===== config.mk =====
export PLATFORM = sky130hd
export DESIGN_NAME = func_sweep_ctrl
export DESIGN_NICKNAME = d
export VERILOG_FILES = /design/src/rtl/func_gen_pkg.sv /design/src/rtl/func_dwell_timer.sv /design/src/rtl/func_sweep_ctrl.sv
export SDC_FILE = /design/constraint.sdc
export NUM_CORES = 1
export LEC_CHECK = 0
export BUFFER_PORTS_ARGS = -buffer_cell sky130_fd_sc_hd__buf_2
export CELL_PAD_IN_SITES_DETAIL_PLACEMENT = 1
export CELL_PAD_IN_SITES_GLOBAL_PLACEMENT = 2
export CORE_MARGIN = 8
export CORE_UTILIZATION = 25
export CTS_BUF_LIST = sky130_fd_sc_hd__clkbuf_4 sky130_fd_sc_hd__clkbuf_8
export DETAILED_ROUTE_END_ITERATION = 10
export PLACE_DENSITY_LB_ADDON = 0.3
export SKIP_LAST_GASP = 1
export SLEW_MARGIN = 5
export SYNTH_ARGS = -nofsm -noshare
export SYNTH_HDL_FRONTEND = slang
export SYNTH_SLANG_ARGS = --single-unit

===== constraint.sdc =====
create_clock -name clk -period 4.3 [get_ports clk]
set_input_delay 0.215 -clock clk [delete_from_list [all_inputs] [get_ports clk]]
set_output_delay 0.215 -clock clk [all_outputs]
set_load 0.1 [all_outputs]

===== src/rtl/func_gen_pkg.sv =====
// Shared types, default widths and the clamped-step helper for the frequency-sweep controller.
// The helper works at 32 bits, so any frequency word width up to 32 fits.
package func_gen_pkg;

    localparam int unsigned FwDefault = 8;
    localparam int unsigned DwDefault = 16;

    typedef enum logic [1:0] {
        StIdle,
        StRun,
        StDone
    } state_e;

    // One step of cur toward lim, clamped at lim. One extra bit on the sum and on the
    // difference catches overflow and borrow, so the result never wraps.
    function automatic logic [31:0] saturate_step(input logic [31:0] cur,
                                                  input logic [31:0] step,
                                                  input logic [31:0] lim,
                                                  input logic        down);
        logic [32:0] sum;
        logic [32:0] diff;
        logic [31:0] res;
        sum  = {1'b0, cur} + {1'b0, step};
        diff = {1'b0, cur} - {1'b0, step};
        if (down) begin
            res = (diff[32] || (diff[31:0] < lim)) ? lim : diff[31:0];
        end else begin
            res = (sum > {1'b0, lim}) ? lim : sum[31:0];
        end
        return res;
    endfunction

endpackage


===== src/rtl/func_dwell_timer.sv =====
// Dwell counter: counts clock cycles and flags the final cycle of each dwell period.
// The counter wraps to zero on its own after the final cycle.
module func_dwell_timer
    import func_gen_pkg::*;
#(
    parameter int unsigned DW = DwDefault
) (
    input  logic          clk,
    input  logic          rst_n,
    input  logic          clr_i,
    input  logic          en_i,
    input  logic [DW-1:0] dwell_eff_i,
    output logic          last_o
);

    logic [DW-1:0] cnt_q, cnt_d;

    assign last_o = (cnt_q == (dwell_eff_i - DW'(1)));

    always_comb begin
        cnt_d = cnt_q;
        if (clr_i) begin
            cnt_d = '0;
        end else if (en_i) begin
            cnt_d = last_o ? '0 : cnt_q + DW'(1);
        end
    end

    always_ff @(posedge clk or negedge rst_n) begin
        if (!rst_n) begin
            cnt_q <= '0;
        end else begin
            cnt_q <= cnt_d;
        end
    end

endmodule


===== src/rtl/func_sweep_ctrl.sv =====
// Frequency-sweep scheduler: steps a DDS frequency word from f_start to f_stop, holding each
// value for a programmable number of cycles. Every output comes straight from a register.
module func_sweep_ctrl
    import func_gen_pkg::*;
#(
    parameter int unsigned FW = FwDefault,
    parameter int unsigned DW = DwDefault
) (
    input  logic          clk,
    input  logic          rst_n,
    input  logic          start,
    input  logic          stop,
    input  logic          cont,
    input  logic [FW-1:0] f_start,
    input  logic [FW-1:0] f_stop,
    input  logic [FW-1:0] f_step,
    input  logic [DW-1:0] dwell,
    input  logic [FW-1:0] p_word_in,
    output logic [FW-1:0] F_word,
    output logic [FW-1:0] P_word,
    output logic          gen_en,
    output logic          busy,
    output logic          done
);

    state_e        state_q;
    logic          cont_q;
    logic          down_q;
    logic [FW-1:0] f_start_q, f_stop_q, f_step_q;
    logic [DW-1:0] dwell_q;
    logic [FW-1:0] f_word_q, p_word_q;
    logic          gen_en_q, busy_q, done_q;

    logic          accept;
    logic          timer_last;
    logic [FW-1:0] f_next;

    assign accept = (state_q == StIdle) && start && !stop;
    assign f_next = FW'(saturate_step(32'(f_word_q), 32'(f_step_q), 32'(f_stop_q), down_q));

    func_dwell_timer #(
        .DW (DW)
    ) u_dwell_timer (
        .clk         (clk),
        .rst_n       (rst_n),
        .clr_i       (accept || stop),
        .en_i        (state_q == StRun),
        .dwell_eff_i (dwell_q),
        .last_o      (timer_last)
    );

    always_ff @(posedge clk or negedge rst_n) begin
        if (!rst_n) begin
            state_q   <= StIdle;
            cont_q    <= 1'b0;
            down_q    <= 1'b0;
            f_start_q <= '0;
            f_stop_q  <= '0;
            f_step_q  <= '0;
            dwell_q   <= '0;
            f_word_q  <= '0;
            p_word_q  <= '0;
            gen_en_q  <= 1'b0;
            busy_q    <= 1'b0;
            done_q    <= 1'b0;
        end else begin
            unique case (state_q)
                StIdle: begin
                    done_q <= 1'b0;
                    if (accept) begin
                        cont_q    <= cont;
                        down_q    <= (f_stop < f_start);
                        f_start_q <= f_start;
                        f_stop_q  <= f_stop;
                        f_step_q  <= (f_step == '0) ? FW'(1) : f_step;
                        dwell_q   <= (dwell == '0) ? DW'(1) : dwell;
                        f_word_q  <= f_start;
                        p_word_q  <= p_word_in;
                        gen_en_q  <= 1'b1;
                        busy_q    <= 1'b1;
                        state_q   <= StRun;
                    end
                end
                StRun: begin
                    if (stop) begin
                        gen_en_q <= 1'b0;
                        busy_q   <= 1'b0;
                        done_q   <= 1'b0;
                        state_q  <= StIdle;
                    end else if (timer_last) begin
                        if (f_word_q != f_stop_q) begin
                            f_word_q <= f_next;
                        end else if (cont_q) begin
                            f_word_q <= f_start_q;
                        end else begin
                            gen_en_q <= 1'b0;
                            busy_q   <= 1'b0;
                            done_q   <= 1'b1;
                            state_q  <= StDone;
                        end
                    end
                end
                StDone: begin
                    // Single-cycle pulse; a stop here lands in the same place.
                    done_q  <= 1'b0;
                    state_q <= StIdle;
                end
                default: begin
                    gen_en_q <= 1'b0;
                    busy_q   <= 1'b0;
                    done_q   <= 1'b0;
                    state_q  <= StIdle;
                end
            endcase
        end
    end

    assign F_word = f_word_q;
    assign P_word = p_word_q;
    assign gen_en = gen_en_q;
    assign busy   = busy_q;
    assign done   = done_q;

endmodule


## Word-level counts from Yosys, hierarchy flattened

Cells that the tools add are included.

| storage, ports and cells | value |
|---|---|
| bits in registers | 78 |
| output and inout bits | 19 |
| logic and storage cells | 77 |

| operators by class | value |
|---|---|
| add/subtract/negate cells | 4 |
| $lt $le $gt $ge | 3 |
| equal/unequal tests | 11 |
| muxes and demuxes | 31 |
| bitwise logic cells | 1 |
| reductions and logical operators | 15 |

Operators with widths:

| kind | count |
|---|---|
| two-way mux 8 bit | 9 |
| two-way mux 16 bit | 4 |
| less-than comparator 32 x 8 -> 1 bit | 1 |
| adder 16 x 1 -> 16 bit, second input constant | 1 |
| equality test 16 bit | 1 |
| logical NOT 16 bit | 1 |
| case mux 8 bit (2 select lines) | 1 |
| subtractor 16 x 1 -> 16 bit, second input constant | 1 |
| inequality test 3 bit, second input constant | 4 |
| two-way mux 1 bit | 10 |
| two-way mux 2 bit | 5 |
| AND reduction 5 bit | 2 |
| adder 8 x 8 -> 9 bit | 1 |
| greater-than comparator 9 x 8 -> 1 bit | 1 |
| subtractor 8 x 8 -> 9 bit | 1 |
| logical NOT 8 bit | 1 |
| less-than comparator 8 bit | 1 |
| inequality test 8 bit | 1 |
| inequality test 2 bit, second input constant | 3 |
| case mux 2 bit (2 select lines) | 1 |
| AND reduction 4 bit | 1 |
| nonzero test 2 bit | 2 |
| case mux 1 bit (3 select lines) | 1 |
| AND reduction 3 bit | 1 |
| 8 further kinds | 10 |

## Logic depth before layout (Yosys ltp)

Gate-level depths: netlist of run 1.

| logic depth | value |
|---|---|
| depth in word-level cells | 9 |
| gate-level depth with buffers | 17 |
| gate-level depth less buffers | 17 |

## Hierarchy

A second synthesis of run 1 with hierarchy kept.

| second synthesis, totals | value |
|---|---|
| cells, all modules | 619 |
| area, all modules | 5,489.0 µm² |

Modules (own cells, without submodules):

| module | times used | cells each | area each (µm²) |
|---|---|---|---|
| func_sweep_ctrl | 1 | 451 | 3,965.1 |
| func_dwell_timer | 1 | 168 | 1,524.0 |

## Worst setup path before layout of run 1

No wires, ideal clock.

| timing path | value |
|---|---|
| kind | reg2reg |
| from | register f_word_q[0], in the netlist F_word[0] |
| to | register f_word_q[7], in the netlist F_word[7] |
| library setup time | 128 ps |
| arrival | 4,281 ps |
| required time | 4,172 ps |
| path slack | -110 ps |
| cell stages (with the launch flop) | 17 |
| path buffers | 0 |
| period minus slack after synthesis | 4,410 ps |
| cell sequence | dfrtp_1 ha_1 fa_1 nor2b_1 o21ai_0 nand2_1 nor2_1 xor2_1 ha_1 a2111oi_0 o21ai_0 o221a_2 a21o_1 o21ba_2 a221oi_1 a21oi_1 mux2_1 |

| between the ends | value |
|---|---|
| cells in the longest elaborated chain, start to end | 9 |
| elaborated cells between the ends (all ways) | 15 |
| classes of those cells | add/sub: 2; order compare: 2; eq/ne: 2; mux: 7; reduce/logical: 2 |

Ends and longest elaborated chain:

| item | line | text |
|---|---|---|
| start, declared | func_sweep_ctrl.sv:31 | `logic [FW-1:0] f_word_q, p_word_q;` |
| start signal, assigned | func_sweep_ctrl.sv:77 | `f_word_q <= f_start;` |
| start signal, assigned | func_sweep_ctrl.sv:92 | `f_word_q <= f_next;` |
| start signal, assigned | func_sweep_ctrl.sv:94 | `f_word_q <= f_start_q;` |
| subtractor 8 x 8 -> 9 bit | func_gen_pkg.sv:24 | `diff = {1'b0, cur} - {1'b0, step};` |
| less-than comparator 32 x 8 -> 1 bit | func_gen_pkg.sv:26 | `res = (diff[32] \|\| (diff[31:0] < lim)) ? lim : diff[31:0];` |
| logical OR 1 bit | func_gen_pkg.sv:26 |  |
| two-way mux 8 bit | func_gen_pkg.sv:26 |  |
| two-way mux 8 bit | func_gen_pkg.sv:25 | `if (down) begin` |
| two-way mux 8 bit | func_sweep_ctrl.sv:91 | `if (f_word_q != f_stop_q) begin` |
| two-way mux 8 bit | func_sweep_ctrl.sv:90 | `end else if (timer_last) begin` |
| two-way mux 8 bit | func_sweep_ctrl.sv:85 | `if (stop) begin` |
| case mux 8 bit (2 select lines) | func_sweep_ctrl.sv:67 | `unique case (state_q)` |

Several ways; a longest one is shown, not always the timed one. The select of a mux whose other input is x is not followed.
A chain may end at the register's enable or synchronous reset.

## Final worst setup path of run 1

Same ends and word-level chain as after synthesis.

==> results of run 1 <==
## power groups by stage
stage / Clock [W] / Combinational (W) / Sequential, W
CTS: 0.000618 / 0.00278 / 0.00104
floorplan: 0 / 0.00159 / 0.00139
finish: 0.000592 / 0.00285 / 0.00104
global route: 0.000649 / 0.00312 / 0.00106
global placement: 0 / 0.00270 / 0.00105
detailed placement: 0 / 0.00274 / 0.00105
## flip-flops by register name, summed over array words and instances, names as in the netlist
name                 count
cont_q                   1
u_dwell_timer.cnt_q     16
busy                     1
down_q                   1
F_word                   8
f_start_q                8
done                     1
P_word                   8
state_q                  2
f_step_q                 8
f_stop_q                 8
dwell_q                 16
## layout make-up
class,instances,area (um^2)
Fill cell,2633,15400
Multi-Input combinational cell,508,3370
Sequential cell,78,1960
Timing Repair Buffer,93,526
Tap cell,280,350
Clock buffer,10,131
Inverter,33,124
Clock inverter,6,61.3
## cells in the mapped netlist (11+ instances only)
cell type / n
xor2_1: 20
o21ai_0: 52
a21o_1: 16
inv_1: 33
nor3_1: 14
nor4_1: 15
xnor2_1: 21
clkbuf_1: 22
dfrtp_1: 78
nand2_1: 132
ha_1: 40
a21oi_1: 19
nor2_1: 27
nand3_1: 11
## cells in the final DEF, fill, tap and decap left out, drive strengths merged, types with 17 or more instances in the layout
cell type / synthesis / routed
dfrtp: 78 / 78
nor4: 17 / 17
inv: 33 / 34
xor2: 20 / 20
buf: 10 / 92
xnor2: 21 / 21
o21ai: 54 / 54
nor2: 27 / 27
nand2: 132 / 132
ha: 40 / 40
a21oi: 19 / 19
## cells by family after synthesis
| group | Yosys count | share of synthesized area, % |
|---|---|---|
| muxes | 12 | 2.33 |
| and+or+nand+nor | 264 | 23.4 |
| AOI/OAI and AO/OA | 149 | 18.1 |
| adders and majority gates | 42 | 9.69 |
| xor gates and xnor gates | 41 | 6.44 |
| buffers and inverters | 65 | 5.05 |
| DFF | 78 | 35.0 |
## final timing paths
kind                              start           to  slack, ns  cells after the start
max in group asynchronous         rst_n    F_word[0]       2.85                      3
min reg2reg                   P_word[7]    P_word[7]       0.48                      2
max                           F_word[0]    F_word[7]       0.18                     16
min in group asynchronous         rst_n  f_stop_q[3]       0.45                      2
min                        p_word_in[2]    P_word[2]       0.03                      3
max reg2reg                   F_word[0]    F_word[7]       0.18                     16
## metal layers
metal / up-vias / share of wire, % / global-route usage [%]
met1: 2517 / 51 / 20.4
met2: 64 / 44 / 21.1
met3: 17 / 3.3 / 2.40
li1: 2430 / - / -
met4: 0 / 1.4 / 4.50
met5: - / 0 / 0
## timing repair
| action | in CTS | in global routing |
|---|---|---|
| buffers inserted | 1 | 3 |
| hold buffers | 1 | 0 |
| endpoints found under the setup margin | 4 | 8 |
| hold endpoints to repair | 45 | 0 |
| resized for setup | 2 | 4 |
| pin swaps | 0 | 2 |
## critical path, stage by stage, from the launching register on
cell and delay, ns:
dfrtp_2 0.44, ha_1 0.24, fa_2 0.37, nor2b_1 0.17, o21ai_1 0.19, nand2_1 0.09, nor2_1 0.11, xor2_1 0.24
ha_1 0.31, a2111oi_2 0.38, o21ai_1 0.12, o221a_2 0.30, a21o_1 0.19, o21ba_2 0.22, a221oi_1 0.24, a21oi_1 0.10
mux2_1 0.30
## per-stage QoR
step | power [W] | hold WS, ns | instances
floorplan | 0.00298 | -0.0806 | 651
global placement | 0.00375 | 0.310 | 987
detailed placement | 0.00379 | 0.318 | 987
CTS | 0.00444 | 0.00758 | 1005
global route | 0.00483 | 0.0321 | 1008
finish | 0.00448 | 0.0307 | 1008
==> results.toml, run 1 <==
[critical_path]
criticalPathCategory = "register to register"
worstPathRequired_ns = 4.57
cp.arrival_ns = 4.39
setup.worst_path.start_class = "register"
end_kind = "register"
cp_max_fo = 4

[drt]
route.vias.total = 5028
vias_per_cell = 4.99
routed_wl_um = 18800
drt_first_pass_iters = 4
remaining_drc_errors = 0
drtAntennaViolNets = 0
drt-wirelength-per-cell_um = 18.6
drtIter0Drc = 185

[final_layout]
area_growth_pct = 16.8
nets = 818
antenna_cells = 0
final_area_um2 = 6510
layout-drive-gt1-share_pct = 18.3
fin_util_pct = 29.8

[run]
maxCapViolCount = 0

[logic_synthesis]
synth_area_per_cell_um2 = 8.57
synth_area_leader_cell = "dfrtp_1"
ys_types = 74
synth_warnings = 0
synth_edf_count = 0
synth_seq_cells = 78
yosys.area.top_type_share_pct = 35.0
synthCells = 651
synth_area_um2 = 5580
synthFlopType = "dfrtp_1"
synthesis.nets = 746
async_reset_ff_share_pct = 100
ys_seq_area_share_pct = 35.0
synth_area_leaders = "dfrtp_1 (35%), ha_1 (9.0%), nand2_1 (8.9%)"

[place]
dpl-instance-area_um2 = 6270
dpl.hpwl_um = 14600
pre_cts_ws_ns = -0.0952
place_congestion = 0.860
portBuffers = 71

[die]
dieArea_um2 = 27400
die_w_um = 165
start_util_pct = 25.5
ios = 72
num_rows = 54
core_um2 = 21900
die_h_um = 165

[pwr]
ir_drop_mv = 0.446
p_int_w = 0.00222
clkPwrFrac_pct = 13.2
swShare_pct = 50.5
comb_power_share_pct = 63.6
powerDensity_nw_per_um2 = 688
p_leak_nw = 3.06
p_sw_w = 0.00226
p_seq_share_pct = 23.2

[run_status]
status = "finished, final reports clean"

[sta]
hold_viol = 0
finalCritPeriodShare_pct = 95.9
min_period_ns = 4.12
finClkSkew_ns = 0.0107
fmax_mhz = 242
setup_ws_ns = 0.176
rsz0062_at_grt = "yes"
max_slew_margin_pct = 52.8
final-setup-viol-count = 0
tns_ns = 0
slew_violations = 0
worstMarginPinSlew_ns = 0.708

[grt]
grt_pass1_wl_um = 30200
grt_start_max_net_pins = 60
overflow = 0
grt_pass1_vias = 5316
grt.total_usage_pct = 14.2
antenna_found_initial = 0

[clocking]
cts.sinks = 78
cts_tree = "yes"
root_buffer = "clkbuf_8"
insertion_delay_ns = 0.37
clock_path_buffers = 2
h-tree-depth = 3
clk_pin_slew_ns = 0.10
cts_buffers = 9

[hold_path]
min_path_type = "input port to register"
Note: power is estimated with default switching activity, not from simulation.
==> inputs of run 2 (changes only) <==
--- a/config.mk
+++ b/config.mk
@@ -9,9 +9,10 @@
 export CELL_PAD_IN_SITES_DETAIL_PLACEMENT = 1
 export CELL_PAD_IN_SITES_GLOBAL_PLACEMENT = 2
 export CORE_MARGIN = 8
-export CORE_UTILIZATION = 25
+export CORE_UTILIZATION = 37
 export CTS_BUF_LIST = sky130_fd_sc_hd__clkbuf_4 sky130_fd_sc_hd__clkbuf_8
 export DETAILED_ROUTE_END_ITERATION = 10
+export GPL_TIMING_DRIVEN = 0
 export PLACE_DENSITY_LB_ADDON = 0.3
 export SKIP_LAST_GASP = 1
 export SLEW_MARGIN = 5
==> run 2 against run 1 <==
Combinational power hardly changed; fmax rose by 0.96%; die area fell by 30%; total power grew 0.66%; critical path depth stayed put; global-route usage rose by 4.8 points; flip-flop and latch count did not move; clock skew down 0.0021 ns; critical path type unchanged; largest power group unchanged.
==> results.toml, run 2 (synthesis results as in run 1) <==
[grt]
grt.total_usage_pct = 19.0
grt_start_max_net_pins = 55
antenna_found_initial = 0
overflow = 0
grt_pass1_vias = 5517
grt_pass1_wl_um = 29200

[pwr]
powerDensity_nw_per_um2 = 693
ir_drop_mv = 0.586
p_leak_nw = 3.06
power_w = 0.00451

[critical_path]
worstPathRequired_ns = 4.56
path_cells = "ha_2 -> fa_1 -> nor2b_1 -> o21ai_2 -> nand2_1 -> nor2_1 -> xor2_1 -> ha_1 -> a2111oi_4 -> o21ai_1 -> o221a_2 -> a21o_4 -> o21ba_2 -> a221oi_2 -> a21oi_1 -> mux2_1"
cp_max_fo = 8
cp.arrival_ns = 4.35
critPathBufInv = 0
setup.worst_path.start_class = "register"
criticalPathCategory = "register to register"
end_kind = "register"
slowest_delay_ns = 0.44
cp_slowest_cell = "dfrtp_2"
cpLargestDelayFamily = "compound AO/OA/AOI/OAI gates"

[sta]
rsz0062_at_grt = "no"
slew_violations = 0
finalCritPeriodShare_pct = 95.0
finClkSkew_ns = 0.00858
hold_viol = 0
max_slew_margin_pct = 46.7
fmax_mhz = 245
min_period_ns = 4.08
worstMarginPinSlew_ns = 0.793
final-setup-viol-count = 0

[place]
portBuffers = 71
dpl-instance-area_um2 = 6200
dpl.hpwl_um = 14000
place_congestion = 0.859

[die]
num_rows = 45
die_w_um = 139
die_h_um = 139
dieArea_um2 = 19300
ios = 72
core_um2 = 15000
start_util_pct = 37.3

[hold_path]
min_path_type = "input port to register"

[final_layout]
layout-drive-gt1-share_pct = 18.5
reg.largest.list = "dwell_q (16), u_dwell_timer.cnt_q (16)"
final_cell_mix = "nand2_1 (132), dfrtp_1 (74), buf_2 (73)"
antenna_cells = 0
final_area_um2 = 6510
nFillCells = 1816
nets = 832
final_common_cell = "nand2_1"
area_growth_pct = 16.7

[drt]
routed_wl_um = 17900
vias_per_cell = 5.51
route.vias.total = 5122
drt-wirelength-per-cell_um = 19.3
drtAntennaViolNets = 0
drtIter0Drc = 275
remaining_drc_errors = 0
drt_first_pass_iters = 6

[clocking]
cts_tree = "yes"
cts.sinks = 78
clk_pin_slew_ns = 0.09
root_buffer = "clkbuf_8"
clock_path_buffers = 2
insertion_delay_ns = 0.38
cts_buffers = 9
h-tree-depth = 3

[run_status]
status = "finished, final reports clean"

[run]
maxCapViolCount = 0
run 2: changes by cell type in the layout (fill, tap and decap cells not counted), moves of 2 or more:
cell / previous run / this run
clkbuf_1: 0 / 18
buf_4: 22 / 10
buf_2: 70 / 73
buf_6: 0 / 3
ha_1: 40 / 37
ha_2: 0 / 3
clkinv_2: 3 / 1
run 2: layout make-up:
| cell class | count | area [um^2] | area share, % |
|---|---|---|---|
| Buffer | 28 | 143 | 2.19 |
| Inverter | 33 | 124 | 1.90 |
| Clock buffer | 10 | 138 | 2.11 |
| Sequential cell | 78 | 1960 | 30.0 |
| Tap cell | 188 | 235 | 3.61 |
| Clock inverter | 5 | 58.8 | 0.903 |
| Timing Repair Buffer | 79 | 440 | 6.76 |
| Multi-Input combinational cell | 508 | 3420 | 52.5 |
run 2: worst paths after layout:
check	start	to	slack, ns	cells past startpoint
setup / recovery	F_word[0]	F_word[7]	0.22	16
hold / removal	p_word_in[7]	P_word[7]	0.03	3
setup reg to reg	F_word[0]	F_word[7]	0.22	16
hold reg to reg	P_word[0]	P_word[0]	0.48	2
max in group asynchronous	rst_n	dwell_q[11]	3.38	3
min in group asynchronous	rst_n	f_start_q[3]	0.29	2
run 2: tightest hold or removal path, stage by stage:
cell and delay [ns]:
buf_2 0.07, nand2_1 0.04, nand2_1 0.04
run 2: timing repair:
item                                    in CTS  in global routing
endpoints found under the hold margin       24                  0
buffers inserted                             4                  2
resized for setup                            6                 13
hold buffers                                 1                  0
endpoints found under the setup margin       6                  7
pin swaps                                    2                  4
run 2: metrics by stage:
stage	setup WS [ns]	hold WS [ns]	utilization [%]	cells	TNS, ns
finish	0.215	0.0268	43.5	929	0
global route	0.00178	0.0311	43.5	929	0
CTS	0.000899	0.00311	43.1	931	0
detailed placement	-0.290	0.166	41.4	911	-0.616
global placement	-0.149	0.404	41.2	910	-0.174
floorplan	0.0170	-0.0806	-	651	0
run 2: power by group:
part | switching (W) | leakage, nW | internal, W
clock | 0.000315 | 0.0948 | 0.000282
combinational | 0.00177 | 1.99 | 0.00109
sequential | 0.000182 | 0.979 | 0.000868
total | 0.00227 | 3.06 | 0.00224
run 2: per-layer routing:
layer | global-route usage (%) | vias to the layer above | wire [um] | part of all wire, %
li1 | - | 2455 | - | -
met1 | 25.5 | 2536 | 8590 | 48
met2 | 29.5 | 106 | 7930 | 44
met3 | 4.06 | 25 | 1070 | 6.0
met4 | 6.64 | 0 | 341 | 1.9
met5 | 0 | - | 0 | 0
